## src/rtl/spi_tx_packet_fifo.sv

```systemverilog
// Packet-mode byte FIFO feeding an SPI master.
// A whole AXI-Stream packet (delimited by tlast) is buffered and its length
// counted. Once committed, the packet is launched with a one-cycle trigger
// carrying num_bytes, and its bytes are streamed to the master. The next
// packet is not launched until the master reports idle again.
// LEN_DEPTH_G must be a power of two >= 2; DEPTH_G a power of two >= 4.
module spi_tx_packet_fifo #(
  parameter int DEPTH_G     = 16,
  parameter int LEN_DEPTH_G = 4
) (
  input  logic                           clk_in,
  input  logic                           rst_in,
  // upstream byte stream
  input  logic [7:0]                     s_axis_tdata,
  input  logic                           s_axis_tvalid,
  output logic                           s_axis_tready,
  input  logic                           s_axis_tlast,
  // downstream byte stream to the SPI master
  output logic [7:0]                     m_axis_tdata,
  output logic                           m_axis_tvalid,
  input  logic                           m_axis_tready,
  output logic                           m_axis_tlast,
  // SPI master control
  output logic                           trigger,
  output logic [31:0]                    num_bytes,
  input  logic                           spi_busy,
  // status
  output logic [$clog2(LEN_DEPTH_G):0]   pkt_count,
  output logic                           oversize_err,
  input  logic                           err_clr
);

  localparam int AW  = $clog2(DEPTH_G);      // byte RAM address width
  localparam int LW  = AW + 1;               // packet length width (1..DEPTH_G)
  localparam int LAW = $clog2(LEN_DEPTH_G);  // length FIFO address width

  localparam logic [AW-1:0] CNT_MAX = AW'(DEPTH_G - 1);

  typedef enum logic [1:0] {
    ST_IDLE   = 2'd0,
    ST_STREAM = 2'd1,
    ST_DRAIN  = 2'd2
  } state_t;

  // storage (data only, never reset)
  logic [8:0]    mem_q     [DEPTH_G];
  logic [LW-1:0] len_mem_q [LEN_DEPTH_G];

  // byte FIFO pointers, one bit wider than the address
  logic [AW:0]   wr_ptr_q, wr_ptr_d;
  logic [AW:0]   rd_ptr_q, rd_ptr_d;
  // length FIFO pointers
  logic [LAW:0]  lwr_ptr_q, lwr_ptr_d;
  logic [LAW:0]  lrd_ptr_q, lrd_ptr_d;

  // write-side control
  logic [AW-1:0] wr_cnt_q, wr_cnt_d;
  logic          discard_q, discard_d;
  logic          err_q, err_d;
  logic          rdy_en_q;

  // read-side control
  state_t        state_q, state_d;
  logic          trig_q, trig_d;
  logic [LW-1:0] nb_q, nb_d;

  // status decodes
  logic          byte_empty, byte_full;
  logic          len_empty, len_full;
  logic          cnt_at_max;
  logic          wr_fire, store, commit, overflow;
  logic          rd_fire;
  logic [8:0]    head;

  assign byte_empty = (wr_ptr_q == rd_ptr_q);
  assign byte_full  = (wr_ptr_q[AW] != rd_ptr_q[AW]) &&
                      (wr_ptr_q[AW-1:0] == rd_ptr_q[AW-1:0]);
  assign len_empty  = (lwr_ptr_q == lrd_ptr_q);
  assign len_full   = (lwr_ptr_q[LAW] != lrd_ptr_q[LAW]) &&
                      (lwr_ptr_q[LAW-1:0] == lrd_ptr_q[LAW-1:0]);
  assign cnt_at_max = (wr_cnt_q == CNT_MAX);

  // Ready never looks at tvalid. A byte that would commit a length is held
  // off while the length FIFO is full; discarding swallows everything.
  // rdy_en_q keeps ready low throughout reset and until the first edge after.
  assign s_axis_tready = rdy_en_q &&
                         ((!byte_full && !(len_full && (s_axis_tlast || cnt_at_max))) ||
                          discard_q);

  assign wr_fire  = s_axis_tvalid && s_axis_tready;
  assign store    = wr_fire && !discard_q;
  assign commit   = store && (s_axis_tlast || cnt_at_max);
  assign overflow = store && !s_axis_tlast && cnt_at_max;

  // First-word fall-through head; outputs are forced to zero when not valid
  // so the stream reads all-zero out of reset.
  assign head          = mem_q[rd_ptr_q[AW-1:0]];
  assign m_axis_tvalid = (state_q == ST_STREAM) && !byte_empty;
  assign m_axis_tdata  = m_axis_tvalid ? head[7:0] : 8'h00;
  assign m_axis_tlast  = m_axis_tvalid && head[8];
  assign rd_fire       = m_axis_tvalid && m_axis_tready;

  assign trigger      = trig_q;
  assign num_bytes    = 32'(nb_q);
  assign pkt_count    = lwr_ptr_q - lrd_ptr_q;
  assign oversize_err = err_q;

  // Write side: byte pointer, per-packet count, length commit, oversize handling
  always_comb begin
    wr_ptr_d  = wr_ptr_q;
    wr_cnt_d  = wr_cnt_q;
    lwr_ptr_d = lwr_ptr_q;
    discard_d = discard_q;
    err_d     = err_q;

    // the dropped tail of an oversize packet ends with its own tlast byte
    if (wr_fire && discard_q && s_axis_tlast) begin
      discard_d = 1'b0;
    end

    if (store) begin
      wr_ptr_d = wr_ptr_q + (AW+1)'(1);
    end

    if (commit) begin
      lwr_ptr_d = lwr_ptr_q + (LAW+1)'(1);
      wr_cnt_d  = '0;
    end else if (store) begin
      wr_cnt_d  = wr_cnt_q + AW'(1);
    end

    if (overflow) begin
      discard_d = 1'b1;
    end

    // a same-cycle set beats the clear
    if (err_clr) begin
      err_d = 1'b0;
    end
    if (overflow) begin
      err_d = 1'b1;
    end
  end

  // Storage writes; the last flag is forced on when a packet is truncated
  always_ff @(posedge clk_in) begin
    if (store) begin
      mem_q[wr_ptr_q[AW-1:0]] <= {commit, s_axis_tdata};
    end
    if (commit) begin
      len_mem_q[lwr_ptr_q[LAW-1:0]] <= {1'b0, wr_cnt_q} + LW'(1);
    end
  end

  // Read side FSM: launch when a packet is queued and the master is idle,
  // stream its bytes, then wait for the master to finish shifting
  always_comb begin
    state_d   = state_q;
    trig_d    = 1'b0;
    nb_d      = nb_q;
    rd_ptr_d  = rd_ptr_q;
    lrd_ptr_d = lrd_ptr_q;

    case (state_q)
      ST_IDLE: begin
        if (!len_empty && !spi_busy) begin
          trig_d    = 1'b1;
          nb_d      = len_mem_q[lrd_ptr_q[LAW-1:0]];
          lrd_ptr_d = lrd_ptr_q + (LAW+1)'(1);
          state_d   = ST_STREAM;
        end
      end
      ST_STREAM: begin
        if (rd_fire) begin
          rd_ptr_d = rd_ptr_q + (AW+1)'(1);
          if (head[8]) begin
            state_d = ST_DRAIN;
          end
        end
      end
      ST_DRAIN: begin
        if (!spi_busy) begin
          state_d = ST_IDLE;
        end
      end
      default: begin
        state_d = ST_IDLE;
      end
    endcase
  end

  // Control registers; reset drops every buffered byte and queued length
  always_ff @(posedge clk_in or negedge rst_in) begin
    if (!rst_in) begin
      wr_ptr_q  <= '0;
      rd_ptr_q  <= '0;
      lwr_ptr_q <= '0;
      lrd_ptr_q <= '0;
      wr_cnt_q  <= '0;
      discard_q <= 1'b0;
      err_q     <= 1'b0;
      rdy_en_q  <= 1'b0;
      state_q   <= ST_IDLE;
      trig_q    <= 1'b0;
      nb_q      <= '0;
    end else begin
      wr_ptr_q  <= wr_ptr_d;
      rd_ptr_q  <= rd_ptr_d;
      lwr_ptr_q <= lwr_ptr_d;
      lrd_ptr_q <= lrd_ptr_d;
      wr_cnt_q  <= wr_cnt_d;
      discard_q <= discard_d;
      err_q     <= err_d;
      rdy_en_q  <= 1'b1;
      state_q   <= state_d;
      trig_q    <= trig_d;
      nb_q      <= nb_d;
    end
  end

endmodule

```

## config.mk

```make
export PLATFORM = sky130hd
export DESIGN_NAME = spi_tx_packet_fifo
export DESIGN_NICKNAME = d
export VERILOG_FILES = /design/src/rtl/spi_tx_packet_fifo.sv
export SDC_FILE = /design/constraint.sdc
export NUM_CORES = 1
export LEC_CHECK = 0
export BUFFER_PORTS_ARGS = -buffer_cell sky130_fd_sc_hd__buf_2
export CORE_AREA = 5 5 142 144
export DETAILED_ROUTE_END_ITERATION = 10
export DIE_AREA = 0 0 147 149
export PLACE_DENSITY = 0.59
export SLEW_MARGIN = 0
export SYNTH_ARGS = -nofsm -noshare
export SYNTH_HDL_FRONTEND = slang
export SYNTH_SLANG_ARGS = --single-unit
```

## constraint.sdc

```tcl
create_clock -name clk_in -period 7.6 [get_ports clk_in]
set_clock_uncertainty 0.1 [all_clocks]
set_input_delay 0.38 -clock clk_in [delete_from_list [all_inputs] [get_ports clk_in]]
set_output_delay 0.38 -clock clk_in [all_outputs]
set_load 0.05 [all_outputs]
```

Yosys cells after proc, flatten, opt, wreduce, memory -nomap -nowiden
Memories as Yosys holds them, arrays and structs flattened. A register that Yosys moved wholly into a read port is not among the register bits.
Cells that the tools add are included.
- bits in writable memories: 164
- memories kept: 2
- register bits after elaboration: 26
- input bits: 15
- output and inout bits: 48
- memory list (name ; words ; bits a word ; read ports ; clocked after Yosys merged registers in ; write ports ; RTL line ; source):
    mem_q ; 16 ; 9 ; 1 ; 0 ; 1 ; 46 ; logic [8:0] mem_q [DEPTH_G];
    len_mem_q ; 4 ; 5 ; 1 ; 1 ; 1 ; 47 ; logic [LW-1:0] len_mem_q [LEN_DEPTH_G];
- reduce and logical (&&, ||, !) cells: 33
- add/subtract/negate cells: 7
- multiplexer cells: 18
- equal/unequal tests: 13
- operators by type and width (cell ; count):
    logical AND 1 bit ; 16
    adder 5 x 1 -> 5 bit, second input constant ; 2
    two-way mux 1 bit ; 10
    zero test 1 bit ; 8
    two-way mux 2 bit ; 4
    two-way mux 4 bit ; 2
    two-way mux 8 bit ; 1
    inequality test 2 bit, second input constant ; 4
    adder 3 x 1 -> 3 bit, second input constant ; 2
    case mux 2 bit (3 select lines) ; 1
    nonzero test 2 bit ; 3
    adder 4 x 1 -> 5 bit, second input constant ; 1
    == test 5 bit ; 1
    adder 4 x 1 -> 4 bit, second input constant ; 1
    == test 4 bit ; 1
    == test 4 bit, second input constant ; 1
    AND reduction 2 bit ; 2
    AND reduction 4 bit ; 1
    == test 3 bit ; 1
    subtractor 3 bit ; 1
    == test 2 x 1 -> 1 bit, second input constant ; 1
    == test 2 bit ; 1
    == test 2 bit, second input constant ; 1
    zero test 2 bit ; 1
    2 further kinds ; 4

Logic depth before layout (Yosys ltp)
- word-level depth: 12
- depth in mapped cells: 8
- mapped depth without buffers: 7

Least setup slack after synthesis
Ideal clock, no wire load.
- path type: flip-flop to output port
- from: register rd_ptr_q[0]
- to: output port m_axis_tdata[7]
- data arrival time: 2.504 ns
- cell stages (with the launch flop): 7
- data required time: 7.120 ns
- setup slack: 4.616 ns
- buffers on the path: 3
- cells stage by stage: dfrtp_1 -> buf_2 -> buf_4 -> buf_4 -> mux4_2 -> mux2i_1 -> a211oi_1
- word-level cells in the longest chain between the ends: 4
- elaborated cells on any way between the ends: 5
- ends and longest elaborated chain (what ; RTL line ; source):
    start, declared ; 51 ; logic [AW:0] rd_ptr_q, rd_ptr_d;
    start signal, assigned ; 208 ; rd_ptr_q <= rd_ptr_d;
    branches (longest 3 deep; another with memory (16 x 9 bit)) ; - ;
    two-way mux 8 bit (*) ; 99 ; assign m_axis_tdata = m_axis_tvalid ? head[7:0] : 8'h00;
    end, declared ; 19 ; output logic [7:0] m_axis_tdata,
Mark *: on every way between the ends.

Final worst setup path
Ends and elaborated chain as after synthesis.

==> summary.md <==
| Metric | Value |
|---|---|
| Die height | `149 microns` |
| Setup ws final | `4.02 ns` |
| Yosys warning total | `0` |
| Met2 Track Usage GR | `25.6%` |
| Initial DRT Pass Iterations | `4` |
| Worst Setup End Kind | `primary output` |
| CTS Sinks | `195` |
| Gr usage total | `15.3%` |
| Most used DFF post-synth | `edfxtp_1` |
| Total grt overflow | `0` |
| Final design area excluding fillers | `9120 sq um` |
| Non-filler instance count after layout | `749` |
| RSZ-0062 raised after global routing | `no` |
| Most frequent cells after synthesis | `164 x edfxtp_1, 40 x mux4_2, 31 x buf_4, 31 x dfrtp_1, 16 x a211oi_1` |
| Final hold violations | `0` |
| CP peak stage delay | `0.64 ns` |
| Largest net degree at the start of global routing | `42` |
| Cell taking the most area after synthesis | `edfxtp_1` |
| Final setup vio count | `0` |
| Post-route clock period utilization | `47.1%` |
| Htree depth | `4` |
| DRC errors left | `0` |
| WS Path Type | `flip-flop to primary output` |
| GPL Wtd Cong | `0.716` |
| Avg Cell Area, Syn | `17.8 sq um` |
| Most frequent cell after synthesis | `edfxtp_1` |
| Met3 Use GR | `2.83%` |
| Flops & latches, synth | `195` |
| CTS buffer count | `17` |
| Static Leak | `3.24 nW` |
| Ports | `63` |
| TNS Setup | `0 ns` |
| Crit path max-delay family | `buffers and inverters` |
| Slew Viols, Final | `0` |
| R2R Path Start | `rd_ptr_q[0]` |
| Critical Path Source Type | `flip-flop` |
| Slew headroom | `27.9%` |
| Total Nets Final | `531` |
| R2r worst-path depth | `6` |
| Layout area overhead | `11.1%` |
| R2r setup slk | `4.32 ns` |
| Worst Setup SP | `rd_ptr_q[0]` |
| Tmin final | `3.58 ns` |
| Clock tree root driver cell | `clkbuf_16` |
| DR WL/cell | `21.2 microns` |
| Sequential area share after synthesis | `69.4%` |
| Met1 usage | `20.3%` |
| Switching Fraction | `37.9%` |
| Width of the die | `147 microns` |
| HP Class | `primary input to flip-flop` |
| DP HPWL | `10.2 mm` |
| CP Buf/Inv Count | `2` |
| Gate power share | `36.4%` |
| Core area | `18600 sq um` |
| Sw Pwr | `1.37 mW` |
| Drt via density | `5.36` |
| Ys async rst share | `15.9%` |
| First-pass GRT wire length | `25.1 mm` |
| WP data required | `7.12 ns` |
| Crit. path cell count | `6` |
| Crit-path cells | `buf_4, mux4_2, and2_1, a211oi_1, a211oi_1, buf_2` |
| Total internal power | `2.25 mW` |
| Initial antenna violation count | `0` |
| CP arrival | `3.10 ns` |
| Synth top area share | `60.0%` |
| Die ar. | `21900 sq um` |
| Post-synth EDFFs | `164` |
| CTS tree | `done` |
| Share of layout cells above drive strength 1 | `25.0%` |
| Total setup buffers inserted after CTS | `0` |
| Max_cap viols | `0` |
| Worst-path fanout max | `41` |
| Final wirelength | `15.9 mm` |
| Initial Utilization | `44.2%` |
| CP most frequent cell | `a211oi_1` |
| Post-route ant nets | `0` |
| Clock Latency Late Sink | `0.43 ns` |
| Power density over the cells | `397 nW/um^2` |
| IO Port Bufs | `35` |
| CTS clock-pin slew for the worst setup and hold paths | `0.07 ns` |
| Post-placement setup slack | `4.20 ns` |
| Flop pwr share | `38.5%` |
| Synth area leaders | `edfxtp_1 60%, mux4_2 11%, dfrtp_1 9.4%, buf_4 2.8%, ha_1 2.0%` |
| Synth Cell Area | `8210 sq um` |
| Status | `finished, final reports clean` |
| Number of DRC markers in iteration 0 | `247` |
| Core Rows | `50` |
| Vias in the first global route | `4244` |
| CTS Buffer Depth | `2` |
| Slowest cell on crit path | `buf_4` |
| Setup crit end | `m_axis_tdata[7]` |
| Vias | `4015` |
| Dpl cells | `716` |
| Actual slew at the worst max-slew pin | `1.08 ns` |
| Antenna diodes | `0` |
| Worst r2r dst | `mem_q[11][7]` |
| VDD IR max | `157 uV` |
| Placed Instance Area | `8510 sq um` |
| Clk pwr share | `25.0%` |
| Global route hottest layer | `met2` |
| Utilization after layout | `49.1%` |
| Mapped Cells | `462` |
| Fmax | `279 MHz` |
| Synth unique cells | `52` |
[worst min-delay path by stage]
stage | startpoint | to | slack, ns | depth (start not counted)
2_1_floorplan | rst_in | discard_q | -0.02 | 0
3_3_place_gp | state_q[0] | state_q[1] | 0.36 | 1
3_5_place_dp | state_q[0] | state_q[1] | 0.37 | 1
4_1_cts | s_axis_tlast | discard_q | 0.11 | 2
5_1_grt | s_axis_tlast | discard_q | 0.13 | 2
6_report | s_axis_tlast | discard_q | 0.12 | 2
[state kept, by name, indices dropped and copies added, names as in the netlist]
name and cells:
lwr_ptr_q 3, discard_q 1, lrd_ptr_q 3, len_mem_q 20, nb_q 5, rdy_en_q 1
rd_ptr_q 5, wr_ptr_q 5, state_q 2, mem_q 144, trigger 1, oversize_err 1
wr_cnt_q 4
[power by group through the flow]
stage,clock network [mW],registers [mW],logic (mW)
floorplan,0,1.42,1.05
CTS,0.922,1.40,1.35
global placement,0,1.42,1.32
detailed placement,0,1.42,1.34
finish,0.907,1.40,1.32
global route,0.968,1.42,1.42
[what timing repair did]
item,in CTS,in global routing
hold endpoints to repair,31,0
gates resized for setup,0,0
setup endpoints to repair,0,0
hold buffers,1,0
[per-layer routing]
layer	vias up	wire length [microns]
met5	-	0
met4	0	187
met3	14	635
met2	98	8130
met1	2098	6920
li1	1805	-
[placed cells by master (no fill, tap or decap), drive strengths merged, types with 2 or more instances in the layout]
master	instances
edfxtp	164
buf	43
mux4	40
dfrtp	31
conb	28
inv	21
clkbuf	18
a211oi	17
nor2	15
xnor2	13
and2	13
ha	13
nand2	13
mux2i	11
xor2	9
nand3	8
mux2	6
nor3	5
a21oi	5
o21ai	5
clkinv	5
nand2b	3
a31o	3
a31oi	3
and3	2
nand4	2
bufinv	2
[per-stage QoR]
step | total power [mW] | hold slack [ns]
floorplan | 2.47 | -0.0156
detailed placement | 2.76 | 0.373
finish | 3.63 | 0.123
global route | 3.81 | 0.128
global placement | 2.74 | 0.356
CTS | 3.67 | 0.106
[logic make-up (layout without fill, tap and decap cells)]
| group | count (synthesis) | count (layout) | synth area share, % |
|---|---|---|---|
| AOI/OAI and AO/OA | 43 | 43 | 4.02 |
| xor gates and xnor gates | 22 | 22 | 2.35 |
| muxes | 57 | 57 | 13.1 |
| adders and majority gates | 14 | 14 | 2.23 |
| buffers and inverters | 64 | 91 | 4.60 |
| other | 2 | 28 | 0.0915 |
| DFF | 195 | 195 | 69.4 |
| and+or+nand+nor | 65 | 65 | 4.13 |
[final cells by class]
cell class	instances	area, sq um
Clock buffer	18	429
Clock inverter	14	170
Fill cell	1535	9460
Inverter	15	56.3
Multi-Input combinational cell	229	2230
Sequential cell	195	5700
Tap cell	234	293
Timing Repair Buffer	44	245
(Power assumes the default switching activity.)
